File: config.mk
export PLATFORM = sky130hd
export DESIGN_NAME = stopwatch_ctrl
export DESIGN_NICKNAME = d
export VERILOG_FILES = /design/src/rtl/stopwatch_ctrl.sv
export SDC_FILE = /design/constraint.sdc
export NUM_CORES = 1
export LEC_CHECK = 0
export BUFFER_PORTS_ARGS = -buffer_cell sky130_fd_sc_hd__buf_4
export CAP_MARGIN = 20
export CORE_UTILIZATION = 60
export CTS_CLUSTER_SIZE = 40
export DETAILED_ROUTE_END_ITERATION = 10
export GPL_TIMING_DRIVEN = 0
export PLACE_DENSITY = 0.85
export SKIP_CTS_REPAIR_TIMING = 1
export SLEW_MARGIN = 25
export SYNTH_ARGS = -nofsm -noshare
export SYNTH_HDL_FRONTEND = slang
export SYNTH_SLANG_ARGS = --single-unit
File: constraint.sdc
create_clock -name clk -period 2.1 [get_ports clk]
set_input_delay 0.63 -clock clk [delete_from_list [all_inputs] [get_ports clk]]
set_output_delay 0.63 -clock clk [all_outputs]
set_load 0.02 [all_outputs]
File: src/rtl/stopwatch_ctrl.sv
// Run-control front end for the stopwatch counter core.
// Three raw push-buttons are synchronised, debounced and edge-detected;
// the resulting press pulses drive an IDLE/RUNNING/PAUSED state machine
// whose registered outputs enable counting, strobe a clear, and freeze
// the display for lap readings.
module stopwatch_ctrl #(
  parameter int DB_CYCLES = 16,
  parameter int CNT_W     = 20
) (
  input  logic       clk,
  input  logic       rst,
  input  logic       start_btn,
  input  logic       stop_btn,
  input  logic       clear_btn,
  output logic       run,
  output logic       clear,
  output logic       freeze,
  output logic [1:0] state
);

  typedef enum logic [1:0] {
    ST_IDLE    = 2'b00,
    ST_RUNNING = 2'b01,
    ST_PAUSED  = 2'b10,
    ST_BAD     = 2'b11
  } state_t;

  localparam int NB        = 3;
  localparam int BTN_START = 0;
  localparam int BTN_STOP  = 1;
  localparam int BTN_CLEAR = 2;

  localparam logic [CNT_W-1:0] DB_LAST = CNT_W'(DB_CYCLES - 1);

  logic [NB-1:0]    raw;
  logic [NB-1:0]    sync1;
  logic [NB-1:0]    sync2;
  logic [NB-1:0]    stable;
  logic [NB-1:0]    stable_q;
  logic [NB-1:0]    press;
  logic [CNT_W-1:0] cnt [NB];

  state_t state_q;
  state_t next_state;
  logic   next_freeze;
  logic   next_clear;

  assign raw = {clear_btn, stop_btn, start_btn};

  // Two-flop synchroniser per button; nothing downstream sees the raw pins.
  always_ff @(posedge clk) begin
    // NOTE: state elements are written with non-blocking assignments so every
    // flop samples the pre-edge value of its source, independent of statement order.
    if (rst) begin
      sync1 <= '0;
      sync2 <= '0;
    end else begin
      sync1 <= raw;
      sync2 <= sync1;
    end
  end

  // Debounce: a new level is accepted only after DB_CYCLES consecutive
  // samples that differ from the current stable level.
  always_ff @(posedge clk) begin
    // NOTE: the counter array is only three registers, not a RAM, so it is
    // reset with the rest of the logic; a reset mid-count discards the count.
    if (rst) begin
      stable   <= '0;
      stable_q <= '0;
      for (int i = 0; i < NB; i++) begin
        cnt[i] <= '0;
      end
    end else begin
      stable_q <= stable;
      for (int i = 0; i < NB; i++) begin
        if (sync2[i] == stable[i]) begin
          cnt[i] <= '0;
        end else if (cnt[i] == DB_LAST) begin
          stable[i] <= sync2[i];
          cnt[i]    <= '0;
        end else begin
          cnt[i] <= cnt[i] + 1'b1;
        end
      end
    end
  end

  // One-cycle pulse on each debounced rising level; releases are ignored.
  assign press = stable & ~stable_q;

  // Next-state and next-output decode, with per-state press priority.
  always_comb begin
    // NOTE: every variable gets a default before the case so no path can
    // leave it unassigned, which would otherwise infer a latch.
    next_state  = state_q;
    next_freeze = freeze;
    next_clear  = 1'b0;
    case (state_q)
      ST_IDLE: begin
        next_freeze = 1'b0;
        if (press[BTN_START]) begin
          next_state = ST_RUNNING;
        end else if (press[BTN_CLEAR]) begin
          next_clear = 1'b1;
        end
      end
      ST_RUNNING: begin
        if (press[BTN_STOP]) begin
          next_state = ST_PAUSED;
        end else if (press[BTN_START]) begin
          next_freeze = ~freeze;
        end
      end
      ST_PAUSED: begin
        if (press[BTN_CLEAR]) begin
          next_state  = ST_IDLE;
          next_freeze = 1'b0;
          next_clear  = 1'b1;
        end else if (press[BTN_START]) begin
          next_state = ST_RUNNING;
        end
      end
      default: begin
        // Unreachable encoding: recover to IDLE with every output low.
        next_state  = ST_IDLE;
        next_freeze = 1'b0;
      end
    endcase
  end

  // State and output registers; run is derived from the next state so it
  // changes on the same edge as the state.
  always_ff @(posedge clk) begin
    if (rst) begin
      state_q <= ST_IDLE;
      run     <= 1'b0;
      clear   <= 1'b0;
      freeze  <= 1'b0;
    end else begin
      state_q <= next_state;
      run     <= (next_state == ST_RUNNING);
      clear   <= next_clear;
      freeze  <= next_freeze;
    end
  end

  assign state = state_q;

  // Output invariants relied on by the counter core.
  clear_not_while_running: assert property (
    @(posedge clk) disable iff (rst) !(clear && run));

  clear_single_cycle: assert property (
    @(posedge clk) disable iff (rst) clear |=> !clear);

  state_never_bad: assert property (
    @(posedge clk) disable iff (rst) state_q != ST_BAD);

endmodule

==> reports/results.txt, run 1 <==
run status: completed
Nets: 470
worst skew pair latency: 0.35 ns
GRT Util Overall: 23.4%
GP Congestion: 0.827
Hold Path Depth: 1
Yosys top cell by area: edfxtp_1
crit-path max cell delay: 0.57 ns
final WL: 7250 um
Finished Layout Cells: 544
Initial Utilization: 61.8%
pre-CTS WS: -0.0374 ns
CP top delay family: simple AND/OR/NAND/NOR gates
Slowest-stage cell, CP: or4_1
worst clock skew: 0.0110 ns
number of detailed-route iterations in the first pass: 5
Startpoint Class: register
Multi-input gate area: 1890 sq um
synthesized flop and latch total: 77
critical path cell sequence: nand3_1, or4_1, buf_2, or3_1, a21oi_1
CTS tree: done
placed insts: 528
antenna diode count: 0
DRC Markers: 0
leading register cell type out of synthesis: edfxtp_1
die area: 6830 sq um
PortBufs: 9
FF+latch area: 2140 sq um
Post-DRT Antenna Nets: 0
Vias/cell: 5.50
P per Cell Area: 680 nW/um^2
Unique masters post-synth: 38
Leak: 1.56 nW
layout cells sized above 1: 7.71%
Die W: 82.7 um
pin count of the biggest net entering global routing: 15
via count: 2994
1st-iter DRT viols: 243
WP depth: 5
Gate Count Post-Synth: 383
Clock power frac: 38.5%
Synth top area share: 46.2%
vias in the first global route: 2842
Psw: 696 uW
Ports: 10
Syn-to-layout area delta: 15.5%
WP buf/inv: 1
final hold slack: 0.450 ns
Longest Clk Path Bufs: 2
asr flop ratio synth: 0%
kind of critical path: register to register
Syn. warnings: 0
crit path DAT: 2.21 ns
Post-DP HPWL: 5200 um
Die Height: 82.7 um
critical path peak fanout: 8
Sink Count: 77
worst vdd ir: 446 uV
RSZ-0062 raised after global routing: yes
final setup vio count: 0
Hold WC Path Type: register to register
global-route wire length before repair: 11900 um
Pint: 2.37 mW
Sw Share: 22.7%
top-count cell post-synth: edfxtp_1
Worst-Margin Slew: 0.725 ns
syn_area_per_cell: 10.2 sq um
max-slew violation count: 0
final hold vios: 0
slew margin rel.: 51.2%
post-layout minimum cycle time: 2.02 ns
initial antenna violation count: 0
Flop pwr share: 57.3%
Period Utilization, post-route: 96.2%
Site Rows: 29
CTS Root Cell: clkbuf_8
WL/cell: 13.3 um
GRT overflow: 0
Crit. End Element: register
Comb power frac: 4.2%
CTS buffer count: 9
Synth area leaders: edfxtp_1 (46%), dfxtp_1 (8.7%), xnor2_1 (6.7%), nor2_1 (5.7%), xor2_1 (3.1%)
post-synthesis sequential area ratio: 54.9%
filler cell count: 458
Post-synth top cells: edfxtp_1 (60), nor2_1 (59), xnor2_1 (30)
worst r2r path cells: 5
Req. time, crit path: 2.29 ns
CTS clk-pin slew, worst paths: 0.08 ns
synthesized area: 3900 sq um
EDFF count, synth: 60
Max Freq: 0.495 GHz
max cap viols: 0
final setup margin: 0.0803 ns
Core Footprint: 6310 sq um
htree depth: 3
-- cells in the final DEF (no fill, tap or decap), types with 2 or more instances in the layout --
cell,count
nand2_1,18
nor3_1,10
dfxtp_1,17
clkbuf_2,5
nor2_1,59
conb_1,60
buf_4,9
nand3b_1,2
and4_1,4
inv_1,12
xor2_1,14
clkbuf_8,9
ha_1,3
nand2b_1,5
or3_1,10
clkbuf_1,8
o21ai_0,15
a21oi_1,16
nand3_1,24
edfxtp_1,60
xnor2_1,30
nor2b_1,10
nand4_1,12
and3_1,11
nand4b_1,3
or4_1,3
nor4_1,18
-- power by group through the flow --
stage	Combinational, mW	Sequential (mW)	Clock, mW
after global routing	0.150	1.77	1.25
after floorplan	0.100	1.77	0
after global placement	0.120	1.79	0
after detailed placement	0.124	1.79	0
after CTS	0.125	1.75	1.19
final	0.130	1.76	1.18
-- state kept, by name, indices dropped and copies added (netlist names), 2 cells and up --
register and flops:
cnt 60, stable 3, sync2 3, sync1 3, stable_q 3, state 2
-- metal layers --
metal  vias up  share of wire [%]  GRT usage, %
li1       1493                  -             -
met1      1422                 43          27.3
met2        70                 51          40.4
met3         9                4.0          5.27
met4         0                1.5          11.4
met5         -                  0             0
-- cell type report --
class | instances | area share [%]
inverter | 12 | 0.999
buffer | 13 | 1.25
clock buffer | 11 | 3.38
multi-input combinational | 340 | 42.0
sequential | 77 | 47.5
clock inverter | 5 | 1.28
timing repair buffer | 9 | 1.50
tap | 77 | 2.14
-- worst reg2reg max path, delay by kind of cell (launching register included) --
kind	cells	cell delay [ns]
simple gates	3	1.13
flops	1	0.42
buf+inv	1	0.18
compound gates	1	0.15
-- cells by family (layout without fill, tap and decap cells) --
logic type               after synthesis  in the layout  share of synthesized area [%]
other                                  1             60                         0.0961
AO/OA/AOI/OAI                         39             39                           5.67
AND/OR/NAND/NOR                      194            194                           26.1
flip-flops                            77             77                           54.9
adder cells (fa/ha/maj)                3              3                          0.962
buffers and inverters                 25             50                           2.47
XOR/XNOR                              44             44                           9.87
-- path summary, 6_finish.rpt --
check	start	to	slack, ns
worst min register to register	sync1[0]	sync2[0]	0.45
worst min-delay path	sync1[0]	sync2[0]	0.45
worst max-delay path	cnt[0][4]	cnt[0][19]	0.08
worst max register to register	cnt[0][4]	cnt[0][19]	0.08
-- stage by stage --
| step | power [mW] | util, % | area, sq um | setup TNS (ns) |
|---|---|---|---|---|
| final | 3.07 | 71.4 | 4510 | 0 |
| after CTS | 3.07 | 71.3 | 4500 | -0.256 |
| after detailed placement | 1.91 | 67.9 | 4290 | -0.213 |
| after global placement | 1.90 | 67.9 | 4290 | 0 |
| after global routing | 3.17 | 71.4 | 4510 | -1.19 |
| after floorplan | 1.87 | - | 4130 | 0 |
(Power assumes the default switching activity.)
==> run 2, diff against run 1 <==
Settings changed: CORE_UTILIZATION 60 to 56, GPL_TIMING_DRIVEN 0 to unset, PLACE_DENSITY 0.85 to 0.84.
Clock period 2.1 ns to 1.6 ns, I/O delays scaled along.
==> run 2 against run 1 <==
  * The run now ends with setup timing left
  * Flip-flop and latch count unchanged
  * Clock power up 40%
  * Sequential power up 31%
  * Non-clock buffer count up 102
  * Fmax up 1.6%
  * Via count up 40%
  * Sequential share of layout area down 11 points
  * Cell area up 31%
  * Clock-buffer cell count up 2
  * Critical path type unchanged
  * Critical endpoint is now cnt[2][18]
==> reports/results.txt, run 2 (synthesis gave the netlist of run 1 again) <==
Finished Layout Cells: 650 (+19%)
most common cell after layout, fill and taps aside: buf_4
Total Power: 4.41 mW (+44%)
P per Cell Area: 745 nW/um^2 (+9.6%)
critical path peak fanout: 6 (-2)
final setup vio count: 63 (+63)
WP buf/inv: 2 (+1)
final setup TNS: -13.25 ns (-13.25 ns)
Site Rows: 30 (+3.4%)
failing checks: setup timing
via count: 4179 (+40%)
GP Congestion: 0.915 (+11%)
final WL: 14900 um (+110%)
crit-path max cell delay: 0.42 ns (-0.15 ns)
worst skew pair latency: 0.37 ns (+0.02 ns)
Nets: 572 (+22%)
post-layout minimum cycle time: 1.99 ns (-0.0308 ns)
Max Freq: 0.503 GHz (+1.6%)
Longest Clk Path Bufs: 2 (unchanged)
Design Area, Final: 5910 sq um (+31%)
CP dominant cell by count: buf_4
RSZ-0062 raised after global routing: yes
number of detailed-route iterations in the first pass: 5 (unchanged)
Sink Count: 77 (unchanged)
post-route met1 wirelength: 5270 um (+69%)
CTS buffer count: 9 (unchanged)
slew margin rel.: 23.2% (-28 points)
layout cells sized above 1: 38.8% (+31 points)
vias in the first global route: 3375 (+19%)
Post-DRT Antenna Nets: 0 (unchanged)
Die W: 85.5 um (+3.4%)
max cap viols: 0 (unchanged)
Req. time, crit path: 1.80 ns (-0.49 ns)
Syn-to-layout area delta: 51.5%
kind of critical path: register to register
Leak: 2.23 nW (+43%)
critical path cell sequence: nand4_1, buf_4, buf_4, nor3_1, nand3b_1, a21oi_2
final hold vios: 0 (unchanged)
CP top delay family: simple AND/OR/NAND/NOR gates
Initial Utilization: 57.8% (-4.1 points)
Slowest-stage cell, CP: edfxtp_1
worst vdd ir: 502 uV (+13%)
htree depth: 3 (unchanged)
Startpoint Class: register
CTS clk-pin slew, worst paths: 0.10 ns (+0.02 ns)
WL met2: 6810 um (+82%)
worst clock skew: 0.0217 ns (+0.0106 ns)
Die Height: 85.5 um (+3.4%)
Period Utilization, post-route: 124% (+28 points)
most frequent cells in the layout: buf_4 (109), edfxtp_1 (60), conb_1 (60)
Worst-Margin Slew: 1.14 ns (+0.416 ns)
Ports: 10 (unchanged)
Top reg by flops: cnt
CTS Root Cell: clkbuf_8
pin count of the biggest net entering global routing: 21 (+6)
max-slew violation count: 0 (unchanged)
Vias/cell: 6.43 (+17%)
WL/cell: 22.9 um (+72%)
placed insts: 604 (+14%)
GRT Util Overall: 26.3% (+3.0 points)
Crit. End Element: register
GRT overflow: 0 (unchanged)
DRC Markers: 0 (unchanged)
Post-DP Area: 4910 sq um (+14%)
final setup margin: -0.389 ns (-0.469 ns)
Top Metal Used: met5
global-route wire length before repair: 15000 um (+27%)
initial antenna violation count: 2 (+2)
PortBufs: 9 (unchanged)
crit path DAT: 2.19 ns (-0.02 ns)
run status: finished with violations
max FFs per register: 60 (unchanged)
1st-iter DRT viols: 538 (+120%)
Core Footprint: 6760 sq um (+7.0%)
Post-DP HPWL: 6400 um (+23%)
Hold WC Path Type: input port to register
die area: 7310 sq um (+7.0%)
routed length on met3: 1660 um (+470%)
pre-CTS WS: -0.258 ns (-0.220 ns)
CTS tree: done
-- run 2: cell types whose count changed in the layout (fill, tap and decap cells not counted), sizes merged --
cell and change:
diode +1, buf +114, bufinv -1, clkinvlp -1, inv -1, clkbuf -10
clkinv +1
-- run 2: worst reg2reg max path, delay by kind of cell (launching register included) --
kind,cells,cell delay (ns)
compound gates,1,0.22
buf+inv,2,0.37
simple gates,3,0.82
flops,1,0.42
-- run 2: layout make-up --
type,instances,area [sq um]
well taps,80,100
inverters,12,45.0
clock buffers,13,201
flip-flops and latches,77,2140
clock inverters,3,22.5
repair buffers,124,996
diodes,1,2.50
fillers,257,842
multi-input cells,340,2400
-- run 2: stage by stage --
stage	hold slack (ns)	util, %
global placement	0.420	72.7
detailed placement	0.443	72.7
floorplan	0.414	-
global route	0.363	87.5
CTS	0.344	76.0
finish	0.367	87.5
-- run 2: per-layer routing --
layer  vias up  track usage [%]
met1      1937             31.1
met5         -                0
met4         2             12.3
li1       1699                -
met3       143             3.85
met2       398             47.3
-- run 2: final timing paths --
path                            startpoint         end  slack [ns]  depth (start not counted)
worst min register to register    sync1[2]    sync2[2]        0.47                          1
worst max register to register   cnt[2][8]  cnt[2][18]       -0.39                          6
worst max-delay path             cnt[2][8]  cnt[2][18]       -0.39                          6
worst min-delay path             start_btn    sync1[0]        0.37                          2
-- run 2: where the power goes --
part | leakage, nW | internal, mW | switching [mW]
clock network | 0.116 | 0.843 | 0.806
logic | 1.36 | 0.205 | 0.253
registers | 0.757 | 2.22 | 0.0750
total | 2.23 | 3.27 | 1.13
==> run 3, diff against run 2 <==
Settings changed: BUFFER_PORTS_ARGS -buffer_cell sky130_fd_sc_hd__buf_4 to -buffer_cell sky130_fd_sc_hd__buf_2, PLACE_DENSITY 0.84 to 0.77.
==> run 3 against run 2 <==
  * The flow still finishes with violations (setup timing)
  * Flip-flop and latch count unchanged
  * Setup slack better by 0.084 ns
  * First-iteration DRC count down 42%
  * Core utilization down 0.80 points
  * Final cell count down 1.1%
  * Largest power group unchanged
  * Critical path depth unchanged
  * Highest routed layer is now met4
  * Register-to-register slack better by 0.08 ns
  * Sequential power about the same
  * Non-clock buffer count down 6
==> reports/results.txt, run 3 (synthesis gave the netlist of run 1 again) <==
FF+latch area: 2140 sq um (unchanged)
Initial Utilization: 57.8% (unchanged)
number of detailed-route iterations in the first pass: 5 (unchanged)
Site Rows: 30 (unchanged)
Post-DP HPWL: 6130 um (-4.2%)
final WL: 12600 um (-16%)
Ports: 10 (unchanged)
kind of critical path: register to register
Total Power: 4.20 mW (-4.6%)
RR Endpoint: cnt[0][16]
failing checks: setup timing
crit path DAT: 2.02 ns (-0.17 ns)
Post-DRT Antenna Nets: 0 (unchanged)
GRT Util Overall: 23.7% (-2.7 points)
run status: finished with violations
Multi-input gate area: 2460 sq um (+2.2%)
GRT overflow: 0 (unchanged)
worst vdd ir: 761 uV (+52%)
Max Freq: 0.525 GHz (+4.4%)
CTS tree: done
Die W: 85.5 um (unchanged)
RSZ-0062 raised after global routing: yes
most common cell after layout, fill and taps aside: buf_4
Crit. Startpoint: cnt[0][5]
filler cell count: 300 (+17%)
Req. time, crit path: 1.71 ns (-0.09 ns)
max-slew violation count: 0 (unchanged)
Crit. End Element: register
Nets: 566 (-1.0%)
Period Utilization, post-route: 119% (-5.3 points)
Startpoint Class: register
global-route wire length before repair: 13500 um (-10%)
CTS clk-pin slew, worst paths: 0.10 ns (about the same)
most frequent cells in the layout: buf_4 (94), edfxtp_1 (60), conb_1 (60)
worst r2r src: cnt[0][5]
worst reg-to-reg setup slack: -0.30 ns (+0.08 ns)
Top reg by flops: cnt
final setup margin: -0.305 ns (+0.0842 ns)
htree depth: 3 (unchanged)
max FFs per register: 60 (unchanged)
Die Height: 85.5 um (unchanged)
DRC Markers: 0 (unchanged)
via count: 3813 (-8.8%)
Leak: 2.18 nW (-2.4%)
post-layout minimum cycle time: 1.90 ns (-0.0842 ns)
die area: 7310 sq um (unchanged)
layout cells sized above 1: 41.6% (+2.7 points)
PortBufs: 9 (unchanged)
pin count of the biggest net entering global routing: 17 (-19%)
max cap viols: 0 (unchanged)
Core Footprint: 6760 sq um (unchanged)
P per Cell Area: 717 nW/um^2 (-3.8%)
final setup vio count: 62 (-1.6%)
Hold WC Path Type: input port to register
CP endpoint: cnt[0][16]
final hold slack: 0.331 ns (-0.0366 ns)
worst skew pair latency: 0.36 ns (about the same)
Syn-to-layout area delta: 50.1%
Longest Clk Path Bufs: 2 (unchanged)
1st-iter DRT viols: 310 (-42%)
CTS buffer count: 9 (unchanged)
WL/cell: 19.5 um (-15%)
vias in the first global route: 3202 (-5.1%)
Vias/cell: 5.93 (-7.8%)
CTS Root Cell: clkbuf_8
initial antenna violation count: 0 (-2)
Sink Count: 77 (unchanged)
critical path peak fanout: 5 (-1)
GP Congestion: 0.897 (-2.0%)
worst r2r path cells: 6 (unchanged)
worst clock skew: 0.0106 ns (-0.0110 ns)
antenna diode count: 0 (-1)
pre-CTS WS: -0.167 ns (+0.0912 ns)
final hold vios: 0 (unchanged)
==> run 3: layer usage <==
metal / GRT usage, % / vias to the layer above / routed length [um]
met5: 0 / - / 0
met4: 12.6 / 0 / 617
met3: 4.33 / 74 / 771
met2: 41.7 / 226 / 6520
met1: 27.5 / 1830 / 4640
li1: - / 1683 / -
==> run 3: through the flow <==
step | instance area [sq um] | util [%] | std cells | setup TNS [ns]
global placement | 4860 | 71.9 | 600 | -4.64
detailed placement | 4860 | 71.9 | 600 | -7.51
CTS | 5050 | 74.7 | 616 | -9.07
global route | 5860 | 86.7 | 643 | -15.72
finish | 5860 | 86.7 | 643 | -13.33
floorplan | 4160 | - | 442 | -0.969
==> run 3: power by group <==
group          internal, mW  total (mW)  switching [mW]
sequential             2.22        2.30          0.0721
clock                 0.603        1.47           0.872
combinational         0.194       0.430           0.237
==> run 3: cell type report <==
class	instances	share of cell area [%]
Timing Repair Buffer	118	15.8
Clock buffer	9	2.11
Sequential cell	77	36.5
Clock inverter	7	1.09
Tap cell	80	1.71
Multi-Input combinational cell	340	42.0
Inverter	12	0.769
==> run 3: how the worst min path moves through the flow <==
stage / cells past startpoint / slack [ns] / to / from
2_1_floorplan: 1 / 0.41 / sync2[0] / sync1[0]
3_3_place_gp: 1 / 0.42 / sync2[1] / sync1[1]
3_5_place_dp: 1 / 0.44 / sync2[1] / sync1[1]
4_1_cts: 2 / 0.32 / sync1[1] / stop_btn
5_1_grt: 2 / 0.32 / sync1[2] / clear_btn
6_report: 2 / 0.33 / sync1[1] / stop_btn
==> run 3: critical path: stages, from the launching register on <==
cell,delay (ns)
edfxtp_1,0.44
buf_4,0.18
nor4_4,0.31
nand3_2,0.20
o21ai_4,0.28
buf_6,0.19
a21oi_1,0.05
